### src/rtl/dot_matrix_pkg.sv
// dot_matrix_pkg: cell codes and glyph lookup shared by the dot-matrix board scanner.
package dot_matrix_pkg;
   typedef logic [1:0] cell_t;
   localparam cell_t CELL_EMPTY = 2'd0;
   localparam cell_t CELL_X     = 2'd1;
   localparam cell_t CELL_O     = 2'd2;
   localparam cell_t CELL_WIN   = 2'd3;
   // X = both diagonals, O = border without corners, WIN = all on
   function automatic logic glyph_bit(input cell_t code, input int px, input int py, input int n);
      return code == CELL_X ? (px == py || px + py == n - 1)
           : code == CELL_O ? ((px == 0 || px == n - 1) != (py == 0 || py == n - 1))
           : code == CELL_WIN;
   endfunction
endpackage

### src/rtl/dot_matrix_board_scanner_row.sv
// dot_row_scanner: row dwell counter, one-hot row rotation, blank window and frame_done.
module dot_row_scanner #(
   parameter int DIV   = 12500,
   parameter int ROWS  = 10,
   parameter int BLANK = 16
)(
   input  logic            clk,
   input  logic            rst,
   output logic [ROWS-1:0] dot_row,
   output logic [ROWS-1:0] row_nxt,
   output logic            blank_nxt,
   output logic            frame_done
);
   localparam int CW = $clog2(DIV);
   logic [CW-1:0] cnt, cnt_nxt;
   logic tick;
   always_comb begin
      tick = cnt == CW'(DIV - 1);
      cnt_nxt = tick ? '0 : cnt + 1'b1;
      row_nxt = tick ? {dot_row[ROWS-2:0], dot_row[ROWS-1]} : dot_row;
      blank_nxt = cnt_nxt < CW'(BLANK);
      frame_done = tick && dot_row[ROWS-1];
   end
   always_ff @(posedge clk or posedge rst)
      if (rst) begin
         cnt <= '0;
         dot_row <= ROWS'(1);
      end else begin
         cnt <= cnt_nxt;
         dot_row <= row_nxt;
      end
endmodule

### src/rtl/dot_matrix_board_scanner.sv
// dot_matrix_board_scanner: double-buffered GRID x GRID board renderer for an LED dot matrix.
// Define CURSOR_BLINK_EN to add a blinking cursor cell (cursor_en, cursor ports).
module dot_matrix_board_scanner
   import dot_matrix_pkg::*;
#(
   parameter int DIV   = 12500,
   parameter int ROWS  = 10,
   parameter int COLS  = 14,
   parameter int GRID  = 3,
   parameter int CELL  = 3,
   parameter int GAP   = 1,
   parameter int BLANK = 16
)(
   input  logic                   clk,
   input  logic                   rst,
   input  logic [2*GRID*GRID-1:0] board,
   input  logic                   board_valid,
`ifdef CURSOR_BLINK_EN
   input  logic                   cursor_en,
   input  logic [$clog2(GRID*GRID)-1:0] cursor,
`endif
   output logic                   board_ready,
   output logic [ROWS-1:0]        dot_row,
   output logic [COLS-1:0]        dot_col,
   output logic                   frame_done
);
   localparam int P = CELL + GAP;
   // the bottom glyph row may be clipped by the matrix edge, so the 10-row default still fits
   if (GRID * P - GAP > COLS || (GRID - 1) * P >= ROWS || BLANK >= DIV) begin : g_bad_cfg
      $error("dot_matrix_board_scanner: board does not fit the matrix or BLANK >= DIV");
   end
   logic [2*GRID*GRID-1:0] active, pending, act_nxt;
   logic full, capture, swap, blank_nxt;
   logic [ROWS-1:0] row_nxt;
   logic [COLS-1:0] pat;
   cell_t code;
   int idx;

   dot_row_scanner #(.DIV(DIV), .ROWS(ROWS), .BLANK(BLANK)) u_scan (
      .clk(clk),
      .rst(rst),
      .dot_row(dot_row),
      .row_nxt(row_nxt),
      .blank_nxt(blank_nxt),
      .frame_done(frame_done)
   );

   assign board_ready = !full;
   assign capture = board_valid && !full;
   assign swap = frame_done && full;
   assign act_nxt = swap ? pending : active;

`ifdef CURSOR_BLINK_EN
   logic [4:0] fcnt;
   logic phase, cur_on;
   always_ff @(posedge clk or posedge rst)
      if (rst) begin
         fcnt <= '0;
         phase <= 1'b0;
      end else if (frame_done) begin
         fcnt <= fcnt + 1'b1;
         phase <= phase ^ (&fcnt);
      end
   assign cur_on = cursor_en && (phase ^ (frame_done && &fcnt));
`endif

   // pattern is built for the row and buffer that will be live next cycle, keeping dot_col registered
   always_comb begin
      pat = '0;
      code = CELL_EMPTY;
      idx = 0;
      for (int y = 0; y < ROWS; y++)
         for (int x = 0; x < COLS; x++)
            if (row_nxt[y] && y / P < GRID && x / P < GRID && y % P < CELL && x % P < CELL) begin
               idx = (y / P) * GRID + x / P;
               code = cell_t'(act_nxt[2*idx +: 2]);
`ifdef CURSOR_BLINK_EN
               if (cur_on && idx == int'(cursor)) code = (code == CELL_EMPTY) ? CELL_WIN : CELL_EMPTY;
`endif
               pat[x] = glyph_bit(code, x % P, y % P, CELL);
            end
   end

   always_ff @(posedge clk or posedge rst)
      if (rst) begin
         active <= '0;
         pending <= '0;
         full <= 1'b0;
         dot_col <= '0;
      end else begin
         active <= act_nxt;
         if (capture) pending <= board;
         full <= capture || (full && !swap);
         dot_col <= blank_nxt ? '0 : pat;
      end
endmodule

### config.mk
export PLATFORM = sky130hd
export DESIGN_NAME = dot_matrix_board_scanner
export DESIGN_NICKNAME = d
export VERILOG_FILES = /design/src/rtl/dot_matrix_pkg.sv /design/src/rtl/dot_matrix_board_scanner_row.sv /design/src/rtl/dot_matrix_board_scanner.sv
export SDC_FILE = /design/constraint.sdc
export NUM_CORES = 1
export LEC_CHECK = 0
export BUFFER_PORTS_ARGS = -buffer_cell sky130_fd_sc_hd__buf_2
export CAP_MARGIN = 20
export CORE_MARGIN = 3
export CORE_UTILIZATION = 55
export DETAILED_ROUTE_END_ITERATION = 12
export GPL_TIMING_DRIVEN = 0
export PLACE_DENSITY = 0.79
export SETUP_SLACK_MARGIN = 0.02
export SYNTH_ARGS = -nofsm -noshare
export SYNTH_HDL_FRONTEND = slang
export SYNTH_HIERARCHICAL = 1
export SYNTH_SLANG_ARGS = --single-unit
### constraint.sdc
create_clock -name clk -period 3.1 [get_ports clk]
set_input_delay 0.62 -clock clk [delete_from_list [all_inputs] [get_ports clk]]
set_output_delay 0.62 -clock clk [all_outputs]
set_load 0.05 [all_outputs]
== After elaboration in Yosys (flattened, before gate mapping) ==
Cells that the tools add are included.
Storage, ports and cells
  word-level logic and storage cells: 132
  input port bits: 21
  register bits: 75
Cells by class
  order comparisons: 1
  mux-type cells: 88
  equality and inequality tests: 28
  reduce and logical (&&, ||, !) cells: 7
  $add $sub $neg: 1
Operators with widths (number)
  $mux 1: 84
  $eq 2x2->1 const B: 18
  $eq 2x1->1 const B: 9
  $mux 18: 1
  $add 14x1->14 const B: 1
  $eq 14x14->1 const B: 1
  $lt 14x5->1 const B: 1
  $mux 14: 1
  $mux 11: 1
  $mux 10: 1
  $logic_and 1x1->1: 4
  $logic_not 1->1: 2
  $logic_or 1x1->1: 1

== Depth between registers and ports, before layout ==
Gate-level depths: netlist of run 1.
  depth in word-level cells: 16
  gate-level depth with buffers: 11

== Hierarchy ==
The synthesis of run 1 kept the hierarchy.
By module, submodules not included
  dot_matrix_board_scanner: instances 1, area an instance 1991.9 um2, seq. area each 1076.0 um2, cells each 174
  dot_row_scanner: instances 1, area an instance 1158.6 um2, seq. area each 601.8 um2, cells each 100

== Worst setup path before layout of run 1 ==
OpenSTA, ideal clock, no wires.
  path type: register to register
  start: reg u_scan.cnt[0]
  end: reg dot_col[6]
  period minus slack after synthesis: 2801 ps
  data arrival time: 2665 ps
  path slack: 299 ps
  cell stages (with the launch flop): 12
  library setup time: 137 ps
  path through: dfrtp_1 > ha_1 > nand4b_1 > and4bb_1 > buf_2 > and2_1 > nand2_4 > buf_6 > mux2i_2 > o22ai_1 > nor4_1 > nor3_1
Between the ends
  word-level cells in the longest chain between the ends: 16
  elaborated cells between the ends (all ways): 38
  classes of those cells: add/sub (1); order compare (1); eq/ne (10); mux (24); reduce/logical (2)
Ends and longest elaborated chain
  start: declaration: RTL line dot_matrix_board_scanner_row.sv:15  | logic [CW-1:0] cnt, cnt_nxt;
  start signal: assignment: RTL line dot_matrix_board_scanner_row.sv:29  | cnt <= cnt_nxt;
  $eq 14x14->1 (*): RTL line dot_matrix_board_scanner_row.sv:18  | tick = cnt == CW'(DIV - 1);
  $logic_and 1x1->1 (*): RTL line dot_matrix_board_scanner_row.sv:22  | frame_done = tick && dot_row[ROWS-1];
  via frame_done: RTL line dot_matrix_board_scanner.sv:25  | output logic frame_done
  $logic_and 1x1->1 (*): RTL line dot_matrix_board_scanner.sv:50  | assign swap = frame_done && full;
  $mux 18 (*): RTL line dot_matrix_board_scanner.sv:51  | assign act_nxt = swap ? pending : active;
  $eq 2x2->1, on equally long branches: RTL line dot_matrix_pkg.sv:12, dot_matrix_pkg.sv:11
  $mux 1: RTL line dot_matrix_pkg.sv:11  | : code == CELL_O ? ((px == 0 || px == n - 1) != (py == 0 || py == n - 1))
  $mux 1: RTL line dot_matrix_pkg.sv:10  | return code == CELL_X ? (px == py || px + py == n - 1)
  $mux 1 (7 in series): RTL line dot_matrix_board_scanner.sv:74  | if (row_nxt[y] && y / P < GRID && x / P < GRID && y % P < CELL && x % P < CELL) begin
  $mux 1 (*): RTL line dot_matrix_board_scanner.sv:74
  $mux 11 (*): RTL line dot_matrix_board_scanner.sv:94  | dot_col <= blank_nxt ? '0 : pat;
  end signal: assignment: RTL line dot_matrix_board_scanner.sv:94
  end: declaration: RTL line dot_matrix_board_scanner.sv:24  | output logic [COLS-1:0] dot_col,
The timed path passes the listed nets; every way through them passes the cells marked *.
A chain may end at the register's enable or synchronous reset.

== Worst setup path in the final report of run 1 ==
  start: reg u_scan.cnt[0]
  end: reg dot_col[2]
Between the ends
  elaborated cells between the ends (all ways): 38
  classes of those cells: add/sub (1); order compare (1); eq/ne (10); mux (24); reduce/logical (2)
RTL lines
  $eq 14x14->1: RTL line dot_matrix_board_scanner_row.sv:18
  $mux 10: RTL line dot_matrix_board_scanner_row.sv:20  | row_nxt = tick ? {dot_row[ROWS-2:0], dot_row[ROWS-1]} : dot_row;
  via row_nxt[8]: RTL line dot_matrix_board_scanner.sv:34  | logic [ROWS-1:0] row_nxt;
  $mux 1 (2 in series): RTL line dot_matrix_board_scanner.sv:74
  $mux 11: RTL line dot_matrix_board_scanner.sv:94
The timed path passes the listed nets, and every way through them passes these cells.

==> flow_metrics.env, run 1 <==
export IMPL_status="completed"
export IMPL_syn_avg_cell_area_sq_um=11.5
export IMPL_worst_pin_slew_ns=0.892
export IMPL_fin_nets=352
export IMPL_port_buffers=41
export IMPL_r2r_cells=11
export IMPL_slew_viol_final=0
export IMPL_rsz0062_at_grt="true"
export IMPL_required_ns=3.34
export IMPL_routed_wl_um=6010
export IMPL_dieArea_sq_mm=0.00667
export IMPL_multi_input_area_sq_mm=0.00128
export IMPL_synth_top_cell_by_area="dfrtp_1"
export IMPL_cts_hold_fix_buffers=0
export IMPL_antenna_found_initial=0
export IMPL_ir_drop_v=0.000415
export IMPL_cap_violations=0
export IMPL_cts_buffers=9
export IMPL_yosys_cell_types_count=49
export IMPL_netlist_top_cells_area="dfrtp_1 (52%), mux2_2 (6.8%), mux2i_1 (5.1%)"
export IMPL_reg2reg_from="u_scan/cnt[0]"
export IMPL_start_kind="flip-flop"
export IMPL_synth_edff_count=0
export IMPL_fmax_mhz=348
export IMPL_cts_sinks=67
export IMPL_htreeDepth=3
export IMPL_dp_cells=389
export IMPL_period_needed_ns=2.88
export IMPL_ys_warn_count=6
export IMPL_fin_cells=405
export IMPL_first_global_vias=2113
export IMPL_dpl_hpwl_um=4370
export IMPL_synth_common_cells="dfrtp_1 (66), inv_1 (26), mux2_2 (19)"
export IMPL_min_path_type="input port to async pin"
export IMPL_die_w_um=81.7
export IMPL_async_reset_ff_share_pct=100
export IMPL_grt_ovfl_total=0
export IMPL_ant_nets=0
export IMPL_cts_buffer_depth=2
export IMPL_syn_inst=274
export IMPL_crit_arrival_ns=3.11
export IMPL_ios=47
export IMPL_layout_setup_ws_ns=0.225
export IMPL_seq_area_sq_mm=0.00168
export IMPL_drive_gt1_share_pct=31.6
export IMPL_post_place_ws_ns=0.222
export IMPL_dpl_cell_area_sq_mm=0.00346
export IMPL_root_buffer="clkbuf_8"
export IMPL_yosysMostFrequentCell="dfrtp_1"
export IMPL_leakagePower_nw=2.04
export IMPL_endpoint_kind="flip-flop"
export IMPL_yosysSeqAreaShare_pct=53.3
export IMPL_p_per_area_mw_per_mm2=494
export IMPL_core_area_sq_mm=0.00534
export IMPL_totalPowerFinal_mw=1.84
export IMPL_area_delta_synth_final_pct=18.1
export IMPL_fin_crit_sh_pct=92.8
export IMPL_setup_tns_final_ns=0
export IMPL_grt_max_degree=44
export IMPL_critPathMaxFanout=10
export IMPL_synth_area_sq_mm=0.00315
export IMPL_synth_top_area_share_pct=52.4
export IMPL_slew_headroom_pct=40.4
export IMPL_wl_per_cell_um=14.8
export IMPL_synth_ff_type="dfrtp_1"
export IMPL_drt_iter0_drc=119
export IMPL_design_area_sq_mm=0.00372
export IMPL_fillers=419
export IMPL_grt_pass1_wl_um=10100
export IMPL_skew_ns=0.0111
export IMPL_die_h_um=81.7
export IMPL_r2r_end="dot_col[2]"
export IMPL_drc_errors=0
export IMPL_worst_setup_path_type="flip-flop to flip-flop"
export IMPL_routabilityCongestion=0.917
export IMPL_clkTransAtPathRegs_ns=0.08
export IMPL_drt_first_pass_iters=4
export IMPL_ys_ff_latch=67
export IMPL_finalHoldViolCount=0
export IMPL_cts_tree="done"
export IMPL_via_per_inst=5.28
export IMPL_regToRegSetupSlack_ns=0.22
export IMPL_clkLatencyLatePin_ns=0.35
export IMPL_initial_core_util_pct=59.1
export IMPL_crit_start="u_scan/cnt[0]"
export IMPL_antennaDiodeCount=0
export IMPL_grtUsageTotal_pct=20.3
export IMPL_rows=26
export IMPL_setup_violations=0
export IMPL_via_count=2137
export IMPL_endpoint="dot_col[2]"
[final cells by class]
type	count	share of cell area (%)
Clock inverter	6	3.03
Timing Repair Buffer	41	5.51
Inverter	26	2.62
Clock buffer	10	3.70
Multi-Input combinational cell	167	34.4
Sequential cell	67	45.1
Tap cell	70	2.35
Buffer	18	3.30
[flip-flops by register name (all words and copies together) (netlist names)]
| register | cells |
|---|---|
| active | 18 |
| pending | 18 |
| u_scan/cnt | 14 |
| u_scan/dot_row | 10 |
| dot_col | 6 |
| full | 1 |
[worst max-delay path, stage by stage (launching register included)]
cell	delay (ns)
dfrtp_1	0.37
ha_2	0.24
nand4b_1	0.11
and4bb_1	0.34
buf_2	0.23
mux2_1	0.37
clkbuf_1	0.20
nor3_2	0.17
nand2b_1	0.11
o32ai_1	0.36
o21ai_0	0.14
o221ai_1	0.12
[how the worst min path moves through the flow]
stage,start,endpoint,slack (ns),cells after the start
global route,board[12],pending[12],0.50,2
floorplan,u_scan/cnt[0],u_scan/cnt[0],0.43,1
finish,rst,pending[3],0.45,2
detailed placement,u_scan/cnt[0],u_scan/cnt[0],0.45,1
global placement,u_scan/cnt[0],u_scan/cnt[0],0.45,1
CTS,u_scan/cnt[0],u_scan/cnt[0],0.46,1
[power by group]
part	internal, mW	switching (mW)	leakage [nW]
Combinational	0.0222	0.0353	1.03
Clock	0.556	0.333	0.115
Sequential	0.886	0.00679	0.894
[stage by stage]
| stage | utilization (%) | hold slack, ns |
|---|---|---|
| 5_1_grt | 69.7 | 0.497 |
| 3_3_place_gp | 64.8 | 0.447 |
| 4_1_cts | 69.5 | 0.460 |
| 2_1_floorplan | - | 0.433 |
| 6_report | 69.7 | 0.448 |
| 3_5_place_dp | 64.8 | 0.451 |
[repair_timing]
item | in CTS | in global routing
resized for setup | 0 | 3
setup buffers | 0 | 0
endpoints found under the setup margin | 0 | 5
[cell families (layout without fill, tap and decap cells)]
kind of cell | count (synthesis) | in the layout | synth area share, %
xor gates and xnor gates | 13 | 13 | 3.61
muxes | 47 | 47 | 16.3
buffers and inverters | 44 | 101 | 6.99
DFF | 67 | 67 | 53.3
and+or+nand+nor | 68 | 68 | 11.9
adders and majority gates | 1 | 1 | 0.397
other | 1 | 5 | 0.119
AOI/OAI and AO/OA | 33 | 33 | 7.43
[cells in the final DEF (no fill, tap or decap), drive strengths merged, types with 2 or more instances in the layout]
cell / n
dfrtp: 66
nand2b: 2
xnor2: 9
clkinvlp: 3
nor2: 18
mux2: 29
nand4: 3
xor2: 4
conb: 5
a311oi: 2
mux2i: 18
nand2: 15
and3: 3
o211ai: 4
bufinv: 3
buf: 57
o32ai: 3
nand3: 3
a21oi: 6
nor4b: 2
o22ai: 7
nor3: 10
o21ai: 5
clkbuf: 12
nor2b: 2
nor4: 2
inv: 26
or3: 2
[routing by layer]
layer	share of wire (%)	wire length, um	global-route usage (%)
met4	1.5	91	9.63
met1	48	2880	28.6
met5	0	0	0
met3	5.0	301	4.50
met2	46	2740	30.0
No activity file was read; power rests on OpenSTA's default activity.
==> run 2, diff against run 1 <==
--- a/config.mk
+++ b/config.mk
@@ -9,6 +9,7 @@
 export CAP_MARGIN = 20
 export CORE_MARGIN = 3
 export CORE_UTILIZATION = 55
+export CTS_BUF_LIST = sky130_fd_sc_hd__clkbuf_4
 export DETAILED_ROUTE_END_ITERATION = 12
 export GPL_TIMING_DRIVEN = 0
 export PLACE_DENSITY = 0.79
==> run 2 against run 1 <==
  * Clock skew is 0.00092 ns higher
  * Design area is 1.8% lower
  * Die area stayed put
  * Largest cell class unchanged
  * Non-clock buffer count stayed put
  * Wire length is 0.52% lower
==> flow_metrics.env, run 2 (same netlist as run 1, synthesis figures left out) <==
export IMPL_status="completed"
export IMPL_htreeDepth=3
export IMPL_fin_nets=352
export IMPL_p_sw_share_pct=21.3
export IMPL_cts_buffer_depth=2
export IMPL_min_path_type="input port to async pin"
export IMPL_leakagePower_nw=2.01
export IMPL_dieArea_sq_mm=0.00667
export IMPL_setup_violations=0
export IMPL_comb_power_share_pct=3.4
export IMPL_crit_buf_inv=1
export IMPL_cp_slowest_cell="o21ai_0"
export IMPL_via_per_inst=5.31
export IMPL_setup_tns_final_ns=0
export IMPL_seq_power_share_pct=53.5
export IMPL_skew_ns=0.0120
export IMPL_rows=26
export IMPL_mostFrequentLayoutCells="dfrtp_1 (66), buf_2 (45), inv_1 (25), mux2_2 (19), nor2_1 (17)"
export IMPL_clkTransAtPathRegs_ns=0.12
export IMPL_die_w_um=81.7
export IMPL_cts_hold_fix_buffers=0
export IMPL_grtUsageTotal_pct=20.5
export IMPL_core_area_sq_mm=0.00534
export IMPL_grt_max_degree=44
export IMPL_required_ns=3.39
export IMPL_cts_buffers=9
export IMPL_r2r_end="dot_col[9]"
export IMPL_first_global_vias=2101
export IMPL_grt_ovfl_total=0
export IMPL_clkPwrFrac_pct=43.0
export IMPL_wl_per_cell_um=14.8
export IMPL_top_layer_used="met4"
export IMPL_dp_cells=389
export IMPL_fmax_mhz=342
export IMPL_final_common_cell="dfrtp_1"
export IMPL_max_stage_delay_ns=0.40
export IMPL_fillers=429
export IMPL_drc_errors=0
export IMPL_area_delta_synth_final_pct=15.9
export IMPL_cap_violations=0
export IMPL_regToRegSetupSlack_ns=0.18
export IMPL_r2r_cells=10
export IMPL_rsz0062_at_grt="false"
export IMPL_reg_largest_list="active x18, pending x18, u_scan/cnt x14"
export IMPL_dpl_hpwl_um=4370
export IMPL_switchingPower_mw=0.355
export IMPL_grt_pass1_wl_um=10100
export IMPL_wl_met3_um=228
export IMPL_cts_tree="done"
export IMPL_worst_pin_slew_ns=0.890
export IMPL_slew_viol_final=0
export IMPL_fin_crit_sh_pct=94.3
export IMPL_port_buffers=41
export IMPL_crit_arrival_ns=3.21
export IMPL_clkLatencyLatePin_ns=0.42
export IMPL_via_count=2152
export IMPL_period_needed_ns=2.92
export IMPL_slew_headroom_pct=40.6
export IMPL_m1WireLength_um=2920
export IMPL_drt_iter0_drc=127
export IMPL_antennaDiodeCount=0
export IMPL_reg2reg_from="u_scan/cnt[0]"
export IMPL_cts_sinks=67
export IMPL_worst_setup_path_type="flip-flop to flip-flop"
export IMPL_antenna_found_initial=0
export IMPL_drive_gt1_share_pct=31.0
export IMPL_path_cells="ha_2 -> nand4b_1 -> and4bb_1 -> buf_4 -> mux2_1 -> nor2b_1 -> o21ai_0 -> nor2_1 -> a2111oi_2 -> o22ai_1"
export IMPL_ios=47
export IMPL_finalHoldViolCount=0
export IMPL_root_buffer="clkbuf_4"
export IMPL_path_delay_family="compound AO/OA/AOI/OAI gates"
export IMPL_p_per_area_mw_per_mm2=457
export IMPL_met2_length_um=2720
export IMPL_drt_first_pass_iters=4
export IMPL_ir_drop_v=0.000415
export IMPL_ant_nets=0
export IMPL_critPathMaxFanout=10
export IMPL_start_kind="flip-flop"
export IMPL_die_h_um=81.7
export IMPL_endpoint_kind="flip-flop"
export IMPL_p_int_mw=1.31
export IMPL_initial_core_util_pct=59.1
export IMPL_routed_wl_um=5980
export IMPL_fin_cells=405
export IMPL_routabilityCongestion=0.917
-- run 2: power by group through the flow --
stage / clock, mW / sequential [mW] / combinational (mW)
floorplan: 0 / 0.907 / 0.0419
global placement: 0 / 0.909 / 0.0579
detailed placement: 0 / 0.909 / 0.0595
CTS: 0.733 / 0.892 / 0.0595
global route: 0.778 / 0.894 / 0.0651
finish: 0.718 / 0.892 / 0.0575
-- run 2: worst max path at each step --
stage	start	to	slack [ns]	cells after the start
after floorplan	u_scan/cnt[0]	dot_col[6]	0.30	11
after global placement	u_scan/cnt[0]	dot_col[9]	0.19	10
after detailed placement	u_scan/cnt[0]	dot_col[9]	0.22	10
after CTS	u_scan/cnt[0]	frame_done	0.15	6
after global routing	u_scan/cnt[0]	dot_col[5]	0.02	10
final	u_scan/cnt[0]	dot_col[9]	0.18	10
-- run 2: routing by layer --
layer,vias to the layer above,GRT usage (%)
met1,1044,28.6
met3,10,5.81
li1,1056,-
met5,-,0
met4,0,8.64
met2,42,30.0
-- run 2: stage by stage --
stage	hold slack [ns]	power [mW]	util, %	cell area, sq um	worst slack (ns)
after floorplan	0.433	0.949	-	3170	0.299
after global placement	0.447	0.967	64.8	3460	0.189
after detailed placement	0.451	0.969	64.8	3460	0.222
after CTS	0.400	1.69	68.3	3640	0.147
after global routing	0.400	1.74	68.5	3650	0.0211
final	0.368	1.67	68.5	3650	0.176
-- run 2: timing repair --
item,CTS,global route
gates resized for setup,0,3
setup endpoints to repair,0,6
setup buffers,0,0
-- run 2: area by class of cell --
| type | count | area (sq um) | share of cell area, % |
|---|---|---|---|
| Timing Repair Buffer | 41 | 205 | 5.62 |
| Tap cell | 70 | 87.6 | 2.40 |
| Buffer | 18 | 125 | 3.43 |
| Clock inverter | 7 | 116 | 3.19 |
| Multi-Input combinational cell | 167 | 1270 | 34.9 |
| Sequential cell | 67 | 1680 | 45.9 |
| Clock buffer | 9 | 67.6 | 1.85 |
| Inverter | 26 | 97.6 | 2.67 |
